--- config.mk ---
export PLATFORM = sky130hd
export DESIGN_NAME = rdi_phy_endpoint_flat
export DESIGN_NICKNAME = d
export VERILOG_FILES = /design/src/rtl/rdi_pkg.sv /design/src/rtl/rdi_phy_endpoint_if.sv /design/src/rtl/rdi_tx_fifo.sv /design/src/rtl/rdi_phy_endpoint.sv /design/src/flat_wrapper.sv
export SDC_FILE = /design/constraint.sdc
export NUM_CORES = 1
export LEC_CHECK = 0
export ABC_CLOCK_PERIOD_IN_PS = 23200
export CAP_MARGIN = 30
export CORE_MARGIN = 1
export CORE_UTILIZATION = 52
export CTS_CLUSTER_SIZE = 20
export DETAILED_ROUTE_END_ITERATION = 12
export GPL_TIMING_DRIVEN = 0
export PLACE_DENSITY_LB_ADDON = 0.2
export SETUP_SLACK_MARGIN = 0.05
export SLEW_MARGIN = 20
export SYNTH_ARGS = -nofsm -noshare
export SYNTH_HDL_FRONTEND = slang
export SYNTH_SLANG_ARGS = --single-unit
export TNS_END_PERCENT = 100
--- constraint.sdc ---
create_clock -name lclk -period 23.2 [get_ports lclk]
set_input_delay 3.48 -clock lclk [delete_from_list [all_inputs] [get_ports lclk]]
set_output_delay 3.48 -clock lclk [all_outputs]
set_load 0.05 [all_outputs]
--- src/rtl/rdi_pkg.sv ---
// rdi_pkg: RDI state encodings and the endpoint's internal link FSM states.
package rdi_pkg;

    typedef enum logic [3:0] {
        REQ_NOP       = 4'h0,
        REQ_ACTIVE    = 4'h1,
        REQ_L1        = 4'h4,
        REQ_L2        = 4'h8,
        REQ_LINKRESET = 4'h9,
        REQ_LINKERROR = 4'hA,
        REQ_RETRAIN   = 4'hB,
        REQ_DISABLED  = 4'hC
    } state_req_e;

    typedef enum logic [3:0] {
        STS_RESET     = 4'h0,
        STS_ACTIVE    = 4'h1,
        STS_L1        = 4'h4,
        STS_L2        = 4'h8,
        STS_LINKRESET = 4'h9,
        STS_LINKERROR = 4'hA,
        STS_RETRAIN   = 4'hB,
        STS_DISABLED  = 4'hC
    } state_sts_e;

    typedef enum logic [2:0] {
        S_RESET,
        S_TRAIN,
        S_ACTIVE,
        S_STALL,
        S_RETRAIN,
        S_LINKERROR
    } fsm_e;

    // STALL still reports ACTIVE to the adapter; TRAIN still reports RESET.
    function automatic state_sts_e sts_of(fsm_e s);
        return (s == S_ACTIVE || s == S_STALL) ? STS_ACTIVE :
               (s == S_RETRAIN)                ? STS_RETRAIN :
               (s == S_LINKERROR)              ? STS_LINKERROR : STS_RESET;
    endfunction

endpackage

--- src/rtl/rdi_phy_endpoint_if.sv ---
// rdi_phy_endpoint_if: adapter-facing lp_*/pl_* signal bundle of the RDI link.
interface rdi_phy_endpoint_if #(
    parameter int NBYTES = 8
);
    logic                  lp_irdy;
    logic                  lp_valid;
    logic [NBYTES*8-1:0]   lp_data;
    logic                  pl_trdy;
    logic                  pl_valid;
    logic [NBYTES*8-1:0]   pl_data;
    logic [3:0]            lp_state_req;
    logic                  lp_linkerror;
    logic [3:0]            pl_state_sts;
    logic                  pl_trainerror;
    logic                  pl_phyinrecenter;
    logic                  pl_stallreq;
    logic                  lp_stallack;

    modport master (
        output lp_irdy, lp_valid, lp_data, lp_state_req, lp_linkerror, lp_stallack,
        input  pl_trdy, pl_valid, pl_data, pl_state_sts, pl_trainerror, pl_phyinrecenter, pl_stallreq
    );

    modport slave (
        input  lp_irdy, lp_valid, lp_data, lp_state_req, lp_linkerror, lp_stallack,
        output pl_trdy, pl_valid, pl_data, pl_state_sts, pl_trainerror, pl_phyinrecenter, pl_stallreq
    );
endinterface

--- src/rtl/rdi_tx_fifo.sv ---
// rdi_tx_fifo: power-of-two TX FIFO with synchronous flush; push while full is accepted only alongside a pop.
module rdi_tx_fifo #(
    parameter int DEPTH = 4,
    parameter int WIDTH = 64
) (
    input  logic             clk,
    input  logic             rst_n,
    input  logic             push,
    input  logic             pop,
    input  logic             flush,
    input  logic [WIDTH-1:0] din,
    output logic [WIDTH-1:0] dout,
    output logic             full,
    output logic             empty
);
    localparam int AW = $clog2(DEPTH);

    logic [WIDTH-1:0] mem_q [DEPTH];
    logic [AW-1:0]    wr_q, rd_q;
    logic [AW:0]      cnt_q;
    logic             do_push, do_pop;

    assign full    = cnt_q == (AW+1)'(DEPTH);
    assign empty   = cnt_q == '0;
    assign do_pop  = pop & ~empty;
    assign do_push = push & (~full | do_pop);
    assign dout    = mem_q[rd_q];

    always_ff @(posedge clk or negedge rst_n) begin
        if (!rst_n) begin
            wr_q  <= '0;
            rd_q  <= '0;
            cnt_q <= '0;
        end else if (flush) begin
            wr_q  <= '0;
            rd_q  <= '0;
            cnt_q <= '0;
        end else begin
            wr_q  <= wr_q + AW'(do_push);
            rd_q  <= rd_q + AW'(do_pop);
            cnt_q <= cnt_q + (AW+1)'(do_push) - (AW+1)'(do_pop);
        end
    end

    always_ff @(posedge clk) begin
        if (do_push && !flush) mem_q[wr_q] <= din;
    end
endmodule

--- src/rtl/rdi_phy_endpoint.sv ---
// rdi_phy_endpoint: PHY end of the RDI link -- link FSM, training timeout,
// stall handshake, TX FIFO toward the serializer and registered RX path.
module rdi_phy_endpoint
    import rdi_pkg::*;
#(
    parameter int NBYTES        = 8,
    parameter int FIFO_DEPTH    = 4,
    parameter int TRAIN_TIMEOUT = 1024
) (
    input  logic                lclk,
    input  logic                rst_n,
    rdi_phy_endpoint_if.slave   lp,
    output logic                phy_tx_valid,
    output logic [NBYTES*8-1:0] phy_tx_data,
    input  logic                phy_tx_ready,
    input  logic                phy_rx_valid,
    input  logic [NBYTES*8-1:0] phy_rx_data,
    output logic                phy_train_start,
    input  logic                phy_train_done,
    input  logic                phy_train_fail,
    input  logic                phy_retrain_req
);
    localparam int W  = NBYTES * 8;
    localparam int CW = $clog2(TRAIN_TIMEOUT + 1);
    localparam logic [CW-1:0] TO_MAX = CW'(TRAIN_TIMEOUT - 1);

    fsm_e          state_q, state_d;
    state_sts_e    sts_q;
    logic [CW-1:0] cnt_q, cnt_d;
    logic          start_q, start_d, terr_q, terr_d;
    logic          rxv_q;
    logic [W-1:0]  rxd_q;
    logic          fifo_full, fifo_empty, fifo_push, fifo_pop, fifo_flush;

    always_comb begin
        state_d = state_q;
        cnt_d   = cnt_q;
        start_d = 1'b0;
        terr_d  = 1'b0;
        case (state_q)
            S_RESET: if (lp.lp_state_req == REQ_ACTIVE) begin
                state_d = S_TRAIN;
                start_d = 1'b1;
                cnt_d   = '0;
            end
            S_TRAIN, S_RETRAIN: begin
                cnt_d = cnt_q + CW'(1);
                if (phy_train_done) state_d = S_ACTIVE;
                else if (phy_train_fail || cnt_q == TO_MAX) begin
                    state_d = S_LINKERROR;
                    terr_d  = 1'b1;
                end
            end
            S_ACTIVE: if (lp.lp_state_req == REQ_RETRAIN || phy_retrain_req) state_d = S_STALL;
            S_STALL: if (lp.lp_stallack && fifo_empty) begin
                state_d = S_RETRAIN;
                start_d = 1'b1;
                cnt_d   = '0;
            end
            S_LINKERROR: if (!lp.lp_linkerror && lp.lp_state_req == REQ_NOP) state_d = S_RESET;
            default: state_d = S_RESET;
        endcase
        // Adapter link error overrides every other transition, training completion included.
        if (lp.lp_linkerror) begin
            state_d = S_LINKERROR;
            start_d = 1'b0;
            terr_d  = 1'b0;
        end
    end

    always_ff @(posedge lclk or negedge rst_n) begin
        if (!rst_n) begin
            state_q <= S_RESET;
            sts_q   <= STS_RESET;
            cnt_q   <= '0;
            start_q <= 1'b0;
            terr_q  <= 1'b0;
            rxv_q   <= 1'b0;
            rxd_q   <= '0;
        end else begin
            state_q <= state_d;
            sts_q   <= sts_of(state_d);
            cnt_q   <= cnt_d;
            start_q <= start_d;
            terr_q  <= terr_d;
            rxv_q   <= phy_rx_valid && sts_q == STS_ACTIVE;
            if (phy_rx_valid && sts_q == STS_ACTIVE) rxd_q <= phy_rx_data;
        end
    end

    assign lp.pl_stallreq      = state_q == S_STALL;
    assign lp.pl_trdy          = sts_q == STS_ACTIVE && !fifo_full && !lp.pl_stallreq;
    assign lp.pl_state_sts     = sts_q;
    assign lp.pl_trainerror    = terr_q;
    assign lp.pl_phyinrecenter = state_q == S_TRAIN || state_q == S_RETRAIN;
    assign lp.pl_valid         = rxv_q;
    assign lp.pl_data          = rxd_q;
    assign phy_train_start     = start_q;
    assign phy_tx_valid        = !fifo_empty;

    assign fifo_push  = lp.lp_valid && lp.lp_irdy && lp.pl_trdy;
    assign fifo_pop   = phy_tx_valid && phy_tx_ready;
    assign fifo_flush = state_d == S_LINKERROR && state_q != S_LINKERROR;

    rdi_tx_fifo #(
        .DEPTH (FIFO_DEPTH),
        .WIDTH (W)
    ) u_fifo (
        .clk   (lclk),
        .rst_n (rst_n),
        .push  (fifo_push),
        .pop   (fifo_pop),
        .flush (fifo_flush),
        .din   (lp.lp_data),
        .dout  (phy_tx_data),
        .full  (fifo_full),
        .empty (fifo_empty)
    );
endmodule

--- src/flat_wrapper.sv ---
// flat-port wrapper written by rule: the top's interface ports become plain ports
module rdi_phy_endpoint_flat import rdi_pkg::*;
#(
    parameter int NBYTES        = 8,
    parameter int FIFO_DEPTH    = 4,
    parameter int TRAIN_TIMEOUT = 1024
)
  (lclk, rst_n, phy_tx_valid, phy_tx_data, phy_tx_ready, phy_rx_valid, phy_rx_data, phy_train_start, phy_train_done, phy_train_fail, phy_retrain_req, lp_lp_irdy, lp_lp_valid, lp_lp_data, lp_lp_state_req, lp_lp_linkerror, lp_lp_stallack, lp_pl_trdy, lp_pl_valid, lp_pl_data, lp_pl_state_sts, lp_pl_trainerror, lp_pl_phyinrecenter, lp_pl_stallreq);
  rdi_phy_endpoint_if #(.NBYTES(NBYTES)) lp_i ();
  input  logic lclk;
  input  logic rst_n;
  output logic phy_tx_valid;
  output logic [NBYTES*8-1:0] phy_tx_data;
  input  logic phy_tx_ready;
  input  logic phy_rx_valid;
  input  logic [NBYTES*8-1:0] phy_rx_data;
  output logic phy_train_start;
  input  logic phy_train_done;
  input  logic phy_train_fail;
  input  logic phy_retrain_req;
  input wire logic [$bits(lp_i.lp_irdy)-1:0] lp_lp_irdy;
  input wire logic [$bits(lp_i.lp_valid)-1:0] lp_lp_valid;
  input wire logic [$bits(lp_i.lp_data)-1:0] lp_lp_data;
  input wire logic [$bits(lp_i.lp_state_req)-1:0] lp_lp_state_req;
  input wire logic [$bits(lp_i.lp_linkerror)-1:0] lp_lp_linkerror;
  input wire logic [$bits(lp_i.lp_stallack)-1:0] lp_lp_stallack;
  output wire logic [$bits(lp_i.pl_trdy)-1:0] lp_pl_trdy;
  output wire logic [$bits(lp_i.pl_valid)-1:0] lp_pl_valid;
  output wire logic [$bits(lp_i.pl_data)-1:0] lp_pl_data;
  output wire logic [$bits(lp_i.pl_state_sts)-1:0] lp_pl_state_sts;
  output wire logic [$bits(lp_i.pl_trainerror)-1:0] lp_pl_trainerror;
  output wire logic [$bits(lp_i.pl_phyinrecenter)-1:0] lp_pl_phyinrecenter;
  output wire logic [$bits(lp_i.pl_stallreq)-1:0] lp_pl_stallreq;
  assign lp_i.lp_irdy = lp_lp_irdy;
  assign lp_i.lp_valid = lp_lp_valid;
  assign lp_i.lp_data = lp_lp_data;
  assign lp_i.lp_state_req = lp_lp_state_req;
  assign lp_i.lp_linkerror = lp_lp_linkerror;
  assign lp_i.lp_stallack = lp_lp_stallack;
  assign lp_pl_trdy = lp_i.pl_trdy;
  assign lp_pl_valid = lp_i.pl_valid;
  assign lp_pl_data = lp_i.pl_data;
  assign lp_pl_state_sts = lp_i.pl_state_sts;
  assign lp_pl_trainerror = lp_i.pl_trainerror;
  assign lp_pl_phyinrecenter = lp_i.pl_phyinrecenter;
  assign lp_pl_stallreq = lp_i.pl_stallreq;
  rdi_phy_endpoint #(.NBYTES(NBYTES), .FIFO_DEPTH(FIFO_DEPTH), .TRAIN_TIMEOUT(TRAIN_TIMEOUT)) u_core (.lclk(lclk), .rst_n(rst_n), .lp(lp_i), .phy_tx_valid(phy_tx_valid), .phy_tx_data(phy_tx_data), .phy_tx_ready(phy_tx_ready), .phy_rx_valid(phy_rx_valid), .phy_rx_data(phy_rx_data), .phy_train_start(phy_train_start), .phy_train_done(phy_train_done), .phy_train_fail(phy_train_fail), .phy_retrain_req(phy_retrain_req));
endmodule
* Word-level counts from Yosys, hierarchy flattened
Memories as Yosys holds them, arrays and structs flattened.
Cells that the tools add are included.
W data, S select, Z words.
** Cells by class
- $mul :: 0
- Add/subtract/negate cells :: 5
- Div/mod/pow operators :: 0
- Reductions and logical operators :: 25
- Multiplexer cells :: 27
- Order comparisons :: 0
- Equality and inequality tests :: 17
- Shift-type cells :: 0
- Bitwise logic cells :: 5
** Operators by type and width (number)
- $pmux W11 S3 :: 1
- $mux W3 :: 8
- $mux W11 :: 2
- $eq A3 B3 Y1 const B :: 5
- $pmux W3 S5 :: 1
- $eq A3 B2 Y1 const B :: 4
- $mux W4 :: 3
- $add A11 B1 Y11 const B :: 1
- $eq A11 B10 Y1 const B :: 1
- $logic_and A1 B1 Y1 :: 10
- $mux W1 :: 9
- $eq A4 B1 Y1 const B :: 2
- $logic_not A3 Y1 :: 2
- $logic_not A1 Y1 :: 5
- $add A2 B1 Y2 :: 2
- $eq A4 B4 Y1 const B :: 1
- $logic_not A4 Y1 :: 1
- $logic_or A1 B1 Y1 :: 4
- $mux W2 :: 2
- $add A3 B1 Y3 :: 1
- $eq A3 B1 Y1 const B :: 1
- $ne A3 B3 Y1 const B :: 1
- $reduce_and A3 Y1 :: 1
- $reduce_bool A3 Y1 :: 1
- 8 further kinds :: 10
** Storage, ports and cells
- Input bits :: 143
- Bits in latches :: 0
- Memories :: 1
- Logic and storage cells :: 90
- Output and inout port bits :: 139
- Bits in writable memories :: 256
- Register bits :: 92
- Memory bits (read-only) :: 0
** Memory list
- u_core.u_fifo.mem_q :: depth 4, width 64, rd ports 1, clocked after memory_dff 0, wr ports 1, line rdi_tx_fifo.sv:18 : logic [WIDTH-1:0] mem_q [DEPTH];

* Logic depth before layout (Yosys ltp)
Gate-level depths: netlist (run 1).
- Depth in word-level cells :: 12
- Gate-level depth with buffers :: 12
- Depth with buffers taken out :: 11

* Hierarchy
A second synthesis (run 1) with hierarchy kept.
** Unflattened totals
- Cells, all modules :: 758
- Area total of the unflattened synthesis :: 13220.2 um^2
** Modules (own cells, without submodules)
- rdi_tx_fifo :: sequential area each 7862.5 um^2, instances 1, cells each 370, area each 9721.8 um^2
- rdi_phy_endpoint :: sequential area each 2077.0 um^2, instances 1, cells each 388, area each 3498.4 um^2

* Least setup slack after synthesis (run 1)
Ideal clock, no wire load.
- Path kind :: input to register
- Start point :: input port lp_lp_state_req[0]
- End point :: memory u_core.u_fifo.mem_q[0][0], enable pin
- Data arrival time :: 10.709 ns
- Buffers on the path :: 1
- Stages :: 5
- Setup slack :: 11.847 ns
- Library setup time :: 0.644 ns
- Required time :: 22.556 ns
- Path through :: or4_1 > a211oi_1 > a32oi_1 > buf_2 > nor4_1
** Between the ends
- Longest elaborated chain between the ends :: 11
- Elaborated cells on any way between the ends :: 16
- Classes of those cells :: eq/ne: 3; mux: 7; reduce/logical: 6
** RTL lines
- start, declared :: line flat_wrapper.sv:24 : input wire logic [$bits(lp_i.lp_state_req)-1:0] lp_lp_state_req;
- $eq A4 B4 Y1 / $logic_not A4 Y1 (equally long branches) :: line rdi_phy_endpoint.sv:54, rdi_phy_endpoint.sv:60
- $logic_or A1 B1 Y1 / $logic_and A1 B1 Y1 (equally long branches) :: line rdi_phy_endpoint.sv:54, rdi_phy_endpoint.sv:60
- $mux W3, on equally long branches :: line rdi_phy_endpoint.sv:54, rdi_phy_endpoint.sv:60
- $pmux W3 S5 (*) :: line rdi_phy_endpoint.sv:40 : case (state_q)
- $mux W3 (*) :: line rdi_phy_endpoint.sv:64 : if (lp.lp_linkerror) begin
- $eq A3 B3 Y1 (*) :: line rdi_phy_endpoint.sv:103 : assign fifo_flush = state_d == S_LINKERROR && state_q != S_LINKERROR;
- $logic_and A1 B1 Y1 (*) :: line rdi_phy_endpoint.sv:103
- $logic_not A1 Y1 (*) :: line rdi_tx_fifo.sv:46 : if (do_push && !flush) mem_q[wr_q] <= din;
- $logic_and A1 B1 Y1 (*) :: line rdi_tx_fifo.sv:46
- $mux W1 (*) :: line rdi_tx_fifo.sv:46
- $mux W1 (implied by the code) (*) :: line rdi_tx_fifo.sv:46
- end, declared :: line rdi_tx_fifo.sv:18
Every way passes the cells marked *; elsewhere a longest branch is shown, timed or not.

* Worst setup path in the final report (run 1)
- Start point :: register u_core.u_fifo.rd_q[0]
- End point :: output port phy_tx_data[57]
** Between the ends
- Longest elaborated chain between the ends :: 1
** RTL lines
- start, declared :: line rdi_tx_fifo.sv:19 : logic [AW-1:0] wr_q, rd_q;
- start signal, assigned :: line rdi_tx_fifo.sv:40 : rd_q <= rd_q + AW'(do_pop);
- $mem_v2 Z4 W64
- end, declared :: line flat_wrapper.sv:13 : output logic [NBYTES*8-1:0] phy_tx_data;
No other way between the ends.

==> results of run 1 <==
## worst min-delay path: cells and delay by family, from the launching register on
| kind | cells | cell delay (ns) |
|---|---|---|
| AND/OR/NAND/NOR | 2 | 0.10 |
| flip-flops | 1 | 0.34 |
## cells in the mapped netlist, types with 2 or more instances
library cell / instances / share of area, %
a2111oi_0: 2 / 0.13
a2111oi_2: 2 / 0.23
a21oi_1: 5 / 0.19
and2_1: 4 / 0.19
and3_1: 3 / 0.14
buf_1: 5 / 0.14
buf_2: 10 / 0.38
buf_4: 2 / 0.11
clkbuf_1: 19 / 0.54
dfrtp_1: 90 / 17
edfxtp_1: 256 / 59
ha_1: 5 / 0.48
inv_1: 8 / 0.23
mux4_2: 64 / 11
nand2_1: 199 / 5.7
nand3_1: 9 / 0.34
nand3b_1: 3 / 0.17
nor2_1: 16 / 0.46
nor2_2: 2 / 0.095
nor2b_1: 3 / 0.14
nor4_1: 3 / 0.14
nor4b_2: 2 / 0.23
o2111ai_1: 3 / 0.20
o211ai_1: 2 / 0.11
o21ai_0: 5 / 0.19
o31ai_1: 3 / 0.17
or3_1: 2 / 0.095
xnor2_1: 5 / 0.33
xor2_1: 7 / 0.47
## path summary, 6_finish.rpt
check | startpoint | endpoint | slack, ns | depth (start not counted)
max reg2reg | u_core.state_q[2]$_DFF_PN0_ | u_core.u_fifo.mem_q[0][23]$_DFFE_PP_ | 19.52 | 10
max in group asynchronous | rst_n | u_core.u_fifo.rd_q[1]$_DFF_PN0_ | 19.77 | 2
min reg2reg | u_core.lp.pl_data[16]$_DFFE_PN0P_ | u_core.lp.pl_data[16]$_DFFE_PN0P_ | 0.47 | 2
max | u_core.u_fifo.rd_q[0]$_DFF_PN0_ | phy_tx_data[57] | 16.53 | 4
min in group asynchronous | rst_n | u_core.lp.pl_data[29]$_DFFE_PN0P_ | 2.81 | 1
min | u_core.lp.pl_data[16]$_DFFE_PN0P_ | u_core.lp.pl_data[16]$_DFFE_PN0P_ | 0.47 | 2
## final cells by class
| cell class | count | area share [%] |
|---|---|---|
| clock inverters | 15 | 0.4305 |
| inverters | 8 | 0.1694 |
| well taps | 324 | 2.287 |
| repair buffers | 309 | 17.63 |
| plain buffers | 36 | 0.8752 |
| clock buffers | 48 | 5.456 |
| flip-flops and latches | 346 | 56.07 |
| multi-input cells | 371 | 17.08 |
## sequential cells by signal (all words and copies together) (netlist names)
name and flops:
u_core.u_fifo.mem_q 256, u_core.phy_train_start 1, u_core.u_fifo.cnt_q 3, u_core.lp.pl_data 64, u_core.u_fifo.wr_q 2, u_core.lp.pl_valid 1, u_core.lp.pl_state_sts 2, u_core.state_q 3
u_core.lp.pl_trainerror 1, u_core.cnt_q 11, u_core.u_fifo.rd_q 2
## stage by stage
stage | area (µm²) | power [mW] | hold WS, ns | utilization, %
3_5_place_dp | 16680 | 1.687 | 0.4615 | 68.00
5_1_grt | 17730 | 2.276 | 0.4977 | 72.26
3_3_place_gp | 16330 | 1.675 | 0.4565 | 66.56
4_1_cts | 17730 | 2.207 | 0.4763 | 72.26
2_1_floorplan | 13120 | 1.388 | 0.5138 | -
6_report | 17730 | 2.187 | 0.4710 | 72.26
## routing by layer
metal  vias up  track usage (%)
met5         -                0
met4         2            6.561
met3        41            6.405
met2       299            40.81
met1      3885            27.58
li1       3538                -
## cell families (layout without fill, tap and decap cells)
family	count (synthesis)	count (layout)	share of synthesized area (%)
muxes	65	65	11.07
adders and majority gates	6	6	0.6294
DFF	346	346	75.75
and+or+nand+nor	255	255	8.287
xor gates and xnor gates	12	12	0.8010
buffers and inverters	44	416	1.411
AOI/OAI and AO/OA	32	32	2.022
other	1	1	0.02858
## power by group through the flow
stage / clock (mW) / combinational, mW / sequential (mW)
after floorplan: 0 / 0.433 / 0.955
after global placement: 0 / 0.889 / 0.786
after detailed placement: 0 / 0.900 / 0.787
after CTS: 0.526 / 0.905 / 0.776
after global routing: 0.550 / 0.941 / 0.785
final: 0.516 / 0.895 / 0.776
==> summary.txt, run 1 <==
Timing
  • Hold violation count in the final report: 0
  • RSZ-0062 raised after global routing: false
  • Setup ws final: 16.53 ns
  • Slew @ Worst Pin: 0.7583 ns
  • Highest clock rate: 0.1499 GHz
  • Post-route clock period utilization: 28.76%
  • Setup violations, final: 0
  • Worst Skew: 0.01168 ns
  • Tmin final: 6.672 ns
  • Max Slew Vio Count: 0
  • Total negative setup slack: 0 ns
  • Slew Limit Headroom: 49.23%

Critical path
  • CP max stage cell: clkdlybuf4s50_1
  • CP endpoint kind: primary output
  • CP startpoint kind: flop
  • Cells along the critical path: clkbuf_1 > buf_2 > mux4_2 > clkdlybuf4s50_1
  • CP bufs+invs: 3
  • Crit Path Max Fanout: 10
  • Worst Path Required: 19.72 ns
  • Critical path type: reg2out
  • Largest delay contributor family on the critical path: buffers and inverters
  • Largest stage delay, worst path: 0.75 ns
  • CP arrival: 3.19 ns

Die
  • Die X: 160.9 µm
  • Initial Util: 53.48%
  • Die H: 160.9 µm
  • Core area: 24530 µm²
  • Row count: 57
  • Io pins: 282
  • Die area: 25870 µm²

Yosys
  • YS warnings: 0
  • Syn Nets: 910
  • Number of synthesized flops with an enable pin: 256
  • Yosys cell types: 51
  • Post-synthesis sequential area ratio: 75.75%
  • Ys async rst share: 26.01%
  • Synthesized area: 13120 µm²
  • Ys flop type: edfxtp_1
  • Register bit count reported by yosys: 346
  • Syn Inst Count: 761
  • Mean Syn Cell Area: 17.24 µm²

Place
  • Port-buffer cells: 280
  • Pre-CTS setup slack: 16.07 ns
  • Detail Placement HPWL: 20320 µm
  • Global placer's final weighted congestion: 0.8696
  • Placed cells: 1394

Global routing
  • First-pass GRT wire length: 45570 µm
  • Total congestion overflow: 0
  • Vias in the first global route: 8299
  • Pin count of the biggest net entering global routing: 73
  • GRT Util Overall: 23.06%
  • Initial antenna violation count: 1

Detailed routing
  • Final wirelength: 29020 µm
  • Detailed-route via count: 7765
  • Drt first pass iters: 4
  • Met2 WL post-DR: 14940 µm
  • Wire length on met3: 2317 µm
  • Post-route ant nets: 0
  • Wire per inst: 19.92 µm
  • DRC viols: 0
  • Routed vias/inst: 5.329
  • DRT iter0 DRCs: 504
  • M1 WL: 11120 µm
  • Highest Signal Layer: met5

Worst hold path
  • Worst Hold Class: reg2reg

Clock tree
  • # hold bufs at CTS: 0
  • Clock Path Buffers: 3
  • CTS Sinks: 346
  • Clock slew at reported path FFs: 0.06 ns
  • CTS Root Cell: clkbuf_16
  • Post_cts resized: 0
  • CTS Buf Count: 36
  • Skew-Pair Late Insertion Delay: 0.50 ns
  • CTS tree: built
  • Setup bufs post-CTS: 0
  • Number of H-tree levels: 2

Job
  • Max-cap viol count: 0

Pwr
  • Clock power share: 23.6%
  • Worst vdd ir: 0.09252 mV
  • Internal power: 1.347 mW
  • Static Leak: 6.517 nW
  • Sw Ratio: 38.40%
  • Combinational Power Share: 40.9%
  • P_sw: 0.8398 mW
  • Reg power frac: 35.5%
  • Pwr dens: 123.4 nW/µm²

Finish
  • Area Growth Syn to Fin: 35.10%
  • # diodes: 0
  • Commonest non-fill, non-tap cell in the layout: clkdlybuf4s50_1
  • FILL cells: 1601
  • FF/Latch Area: 9940 µm²
  • Area of the multi-input gates: 3028 µm²
  • Final Net Count: 1257
  • Final non-filler cell total: 1457
  • Layout cells sized above 1: 14.47%
  • Most frequent cells in the layout: clkdlybuf4s50_1 (279), edfxtp_1 (256), nand2_1 (199)

Outcome
  • Outcome: finished clean
(Power assumes the default switching activity.)
==> inputs of run 2 (changes only) <==
Settings changed: ABC_CLOCK_PERIOD_IN_PS 23200 to 5650, CORE_UTILIZATION 52 to 46.
Clock period 23.2 ns to 5.65 ns, I/O delays scaled along.
==> summary.txt, run 2 (same netlist as run 1, synthesis figures left out) <==
Timing
  • Slew Limit Headroom: 47.30% (was 49.23%)
  • Hold violation count in the final report: 0 (unchanged)
  • RSZ-0062 raised after global routing: false (unchanged)
  • Slew @ Worst Pin: 0.7906 ns (was 0.7583 ns)
  • Final hold slack: 0.2045 ns (was 0.4710 ns)
  • Setup ws final: 1.512 ns (was 16.53 ns)
  • Highest clock rate: 0.2417 GHz
  • Worst Skew: 0.01478 ns (was 0.01168 ns)
  • Tmin final: 4.138 ns
  • Setup violations, final: 0 (unchanged)
  • Max Slew Vio Count: 0 (unchanged)
  • Total negative setup slack: 0 ns (unchanged)
  • Post-route clock period utilization: 73.23%

Place
  • Global placer's final weighted congestion: 0.8362 (was 0.8696)
  • Detail Placement HPWL: 19990 µm (was 20320 µm)
  • Placed cells: 1443 (was 1394)
  • Port-buffer cells: 280 (unchanged)
  • Pre-CTS setup slack: 1.263 ns (was 16.07 ns)

Finish
  • Area Growth Syn to Fin: 36.29% (was 35.10%)
  • Number of flip-flops in the largest register: 256 (unchanged)
  • Largest register by flop count: u_core.u_fifo.mem_q (unchanged)
  • Layout cells sized above 1: 14.31% (was 14.47%)
  • Final non-filler cell total: 1504 (was 1457)
  • Final Net Count: 1253 (was 1257)
  • Most frequent cells in the layout: clkdlybuf4s50_1 (279), edfxtp_1 (256), nand2_1 (199) (unchanged)
  • Commonest non-fill, non-tap cell in the layout: clkdlybuf4s50_1 (unchanged)

Job
  • Max-cap viol count: 0 (unchanged)

Critical path
  • R2r startpoint: u_core.state_q[2]$_DFF_PN0_ (unchanged)
  • CP endpoint kind: primary output (unchanged)
  • Crit Path Max Fanout: 10 (unchanged)
  • CP startpoint kind: flop (unchanged)
  • Largest stage delay, worst path: 0.77 ns (was 0.75 ns)
  • CP arrival: 3.29 ns (was 3.19 ns)
  • Critical path type: reg2out (unchanged)
  • Worst Path Required: 4.80 ns (was 19.72 ns)
  • CP max stage cell: clkdlybuf4s50_1 (unchanged)
  • R2R cell count: 8 (was 10)
  • Cells along the critical path: clkbuf_1 > buf_2 > mux4_2 > clkdlybuf4s50_1 (unchanged)
  • Critical path launch point: u_core.u_fifo.rd_q[0]$_DFF_PN0_ (unchanged)
  • CP Capture Point: phy_tx_data[57] (unchanged)
  • Reg2reg setup slack: 2.12 ns (was 19.52 ns)
  • Reg2Reg Capture Point: u_core.u_fifo.mem_q[1][27]$_DFFE_PP_ (was u_core.u_fifo.mem_q[0][23]$_DFFE_PP_)

Die
  • Initial Util: 46.97% (was 53.48%)
  • Core area: 27930 µm² (was 24530 µm²)
  • Io pins: 282 (unchanged)
  • Die X: 170.9 µm (was 160.9 µm)
  • Row count: 61 (was 57)
  • Die area: 29200 µm² (was 25870 µm²)
  • Die H: 170.9 µm (was 160.9 µm)

Clock tree
  • Clock slew at reported path FFs: 0.06 ns (about the same)
  • # hold bufs at CTS: 0 (unchanged)
  • CTS tree: built (unchanged)
  • Number of H-tree levels: 2 (unchanged)
  • CTS Buf Count: 37 (was 36)
  • CTS Root Cell: clkbuf_16 (unchanged)
  • Clock Path Buffers: 3 (unchanged)
  • Skew-Pair Late Insertion Delay: 0.50 ns (about the same)
  • Setup bufs post-CTS: 0 (unchanged)
  • Post_cts resized: 0 (unchanged)
  • CTS Sinks: 346 (unchanged)

Global routing
  • GRT Util Overall: 19.75% (was 23.06%)
  • First-pass GRT wire length: 43700 µm (was 45570 µm)
  • Grt met3 use: 6.546% (was 6.405%)
  • GRT busiest layer: met2 (unchanged)
  • Met1 Resource Use GR: 24.50% (was 27.58%)
  • Pin count of the biggest net entering global routing: 67 (was 73)
  • Total congestion overflow: 0 (unchanged)
  • Initial antenna violation count: 3 (was 1)
  • Vias in the first global route: 7989 (was 8299)
  • Global Route met2 Usage: 32.80% (was 40.81%)

Worst hold path
  • Worst Hold Class: in2async (was reg2reg)

Outcome
  • Outcome: finished clean (unchanged)

Detailed routing
  • Wire per inst: 18.97 µm (was 19.92 µm)
  • DRT iter0 DRCs: 529 (was 504)
  • Post-route ant nets: 0 (unchanged)
  • Drt first pass iters: 4 (unchanged)
  • Routed vias/inst: 5.115 (was 5.329)
  • Final wirelength: 28530 µm (was 29020 µm)
  • Detailed-route via count: 7693 (was 7765)
  • DRC viols: 0 (unchanged)

Pwr
  • Static Leak: 6.541 nW (was 6.517 nW)
  • Combinational Power Share: 40.4% (was 40.9%)
  • Clock power share: 24.6% (was 23.6%)
  • Internal power: 5.669 mW (was 1.347 mW)
  • Reg power frac: 35.0% (was 35.5%)
  • P_sw: 3.430 mW (was 0.8398 mW)
  • Pwr dens: 508.8 nW/µm² (was 123.4 nW/µm²)
  • Sw Ratio: 37.70% (was 38.40%)
  • Worst vdd ir: 0.3067 mV (was 0.09252 mV)
==> run 2: cell types whose count changed in the layout (fill, tap and decap cells not counted), sizes merged <==
| cell | delta |
|---|---|
| buf | -5 |
| clkinv | -3 |
| clkinvlp | -3 |
| bufinv | +2 |
| clkbuf | +1 |
| diode | +1 |
==> run 2: how the worst min path moves through the flow <==
stage / endpoint / depth (start not counted) / slack, ns
floorplan: u_core.cnt_q[1]$_DFFE_PN0P_ / 1 / 0.51
global placement: u_core.lp.pl_data[34]$_DFFE_PN0P_ / 2 / 0.46
detailed placement: u_core.lp.pl_data[15]$_DFFE_PN0P_ / 2 / 0.46
CTS: u_core.lp.pl_data[16]$_DFFE_PN0P_ / 1 / 0.19
global route: u_core.lp.pl_data[16]$_DFFE_PN0P_ / 1 / 0.21
finish: u_core.lp.pl_data[16]$_DFFE_PN0P_ / 1 / 0.20
==> run 2: area by class of cell <==
class	instances	area, µm²
fillers	2061	10050
flip-flops and latches	346	9940
repair buffers	304	3136
multi-input cells	371	3037
clock buffers	49	1012
well taps	378	473.0
plain buffers	36	155.1
clock inverters	11	98.84
inverters	8	30.03
diodes	1	2.502
==> run 2: power groups by stage <==
stage,registers [mW],logic (mW),clock network (mW)
2_1_floorplan,3.92,1.78,0
3_3_place_gp,3.22,3.68,0
3_5_place_dp,3.23,3.70,0
4_1_cts,3.19,3.72,2.30
5_1_grt,3.22,3.88,2.39
6_report,3.19,3.68,2.23
==> run 2: metal layers <==
layer | wire length, µm | part of all wire (%) | up-vias
li1 | - | - | 3529
met1 | 11610 | 41 | 3831
met2 | 13620 | 48 | 278
met3 | 2522 | 8.8 | 51
met4 | 752 | 2.6 | 4
met5 | 27 | 0.095 | -
==> run 2: critical path, delay by kind of cell (launching register included) <==
family                 cells  cell delay (ns)
buffers and inverters      3             1.86
DFF                        1             0.36
muxes                      1             0.56
==> run 2: metrics by stage <==
stage | total power [mW] | util, % | area (µm²)
final | 9.099 | 64.02 | 17880
after global routing | 9.490 | 64.02 | 17880
after global placement | 6.901 | 58.73 | 16410
after detailed placement | 6.930 | 60.03 | 16770
after CTS | 9.199 | 64.01 | 17880
after floorplan | 5.700 | - | 13130
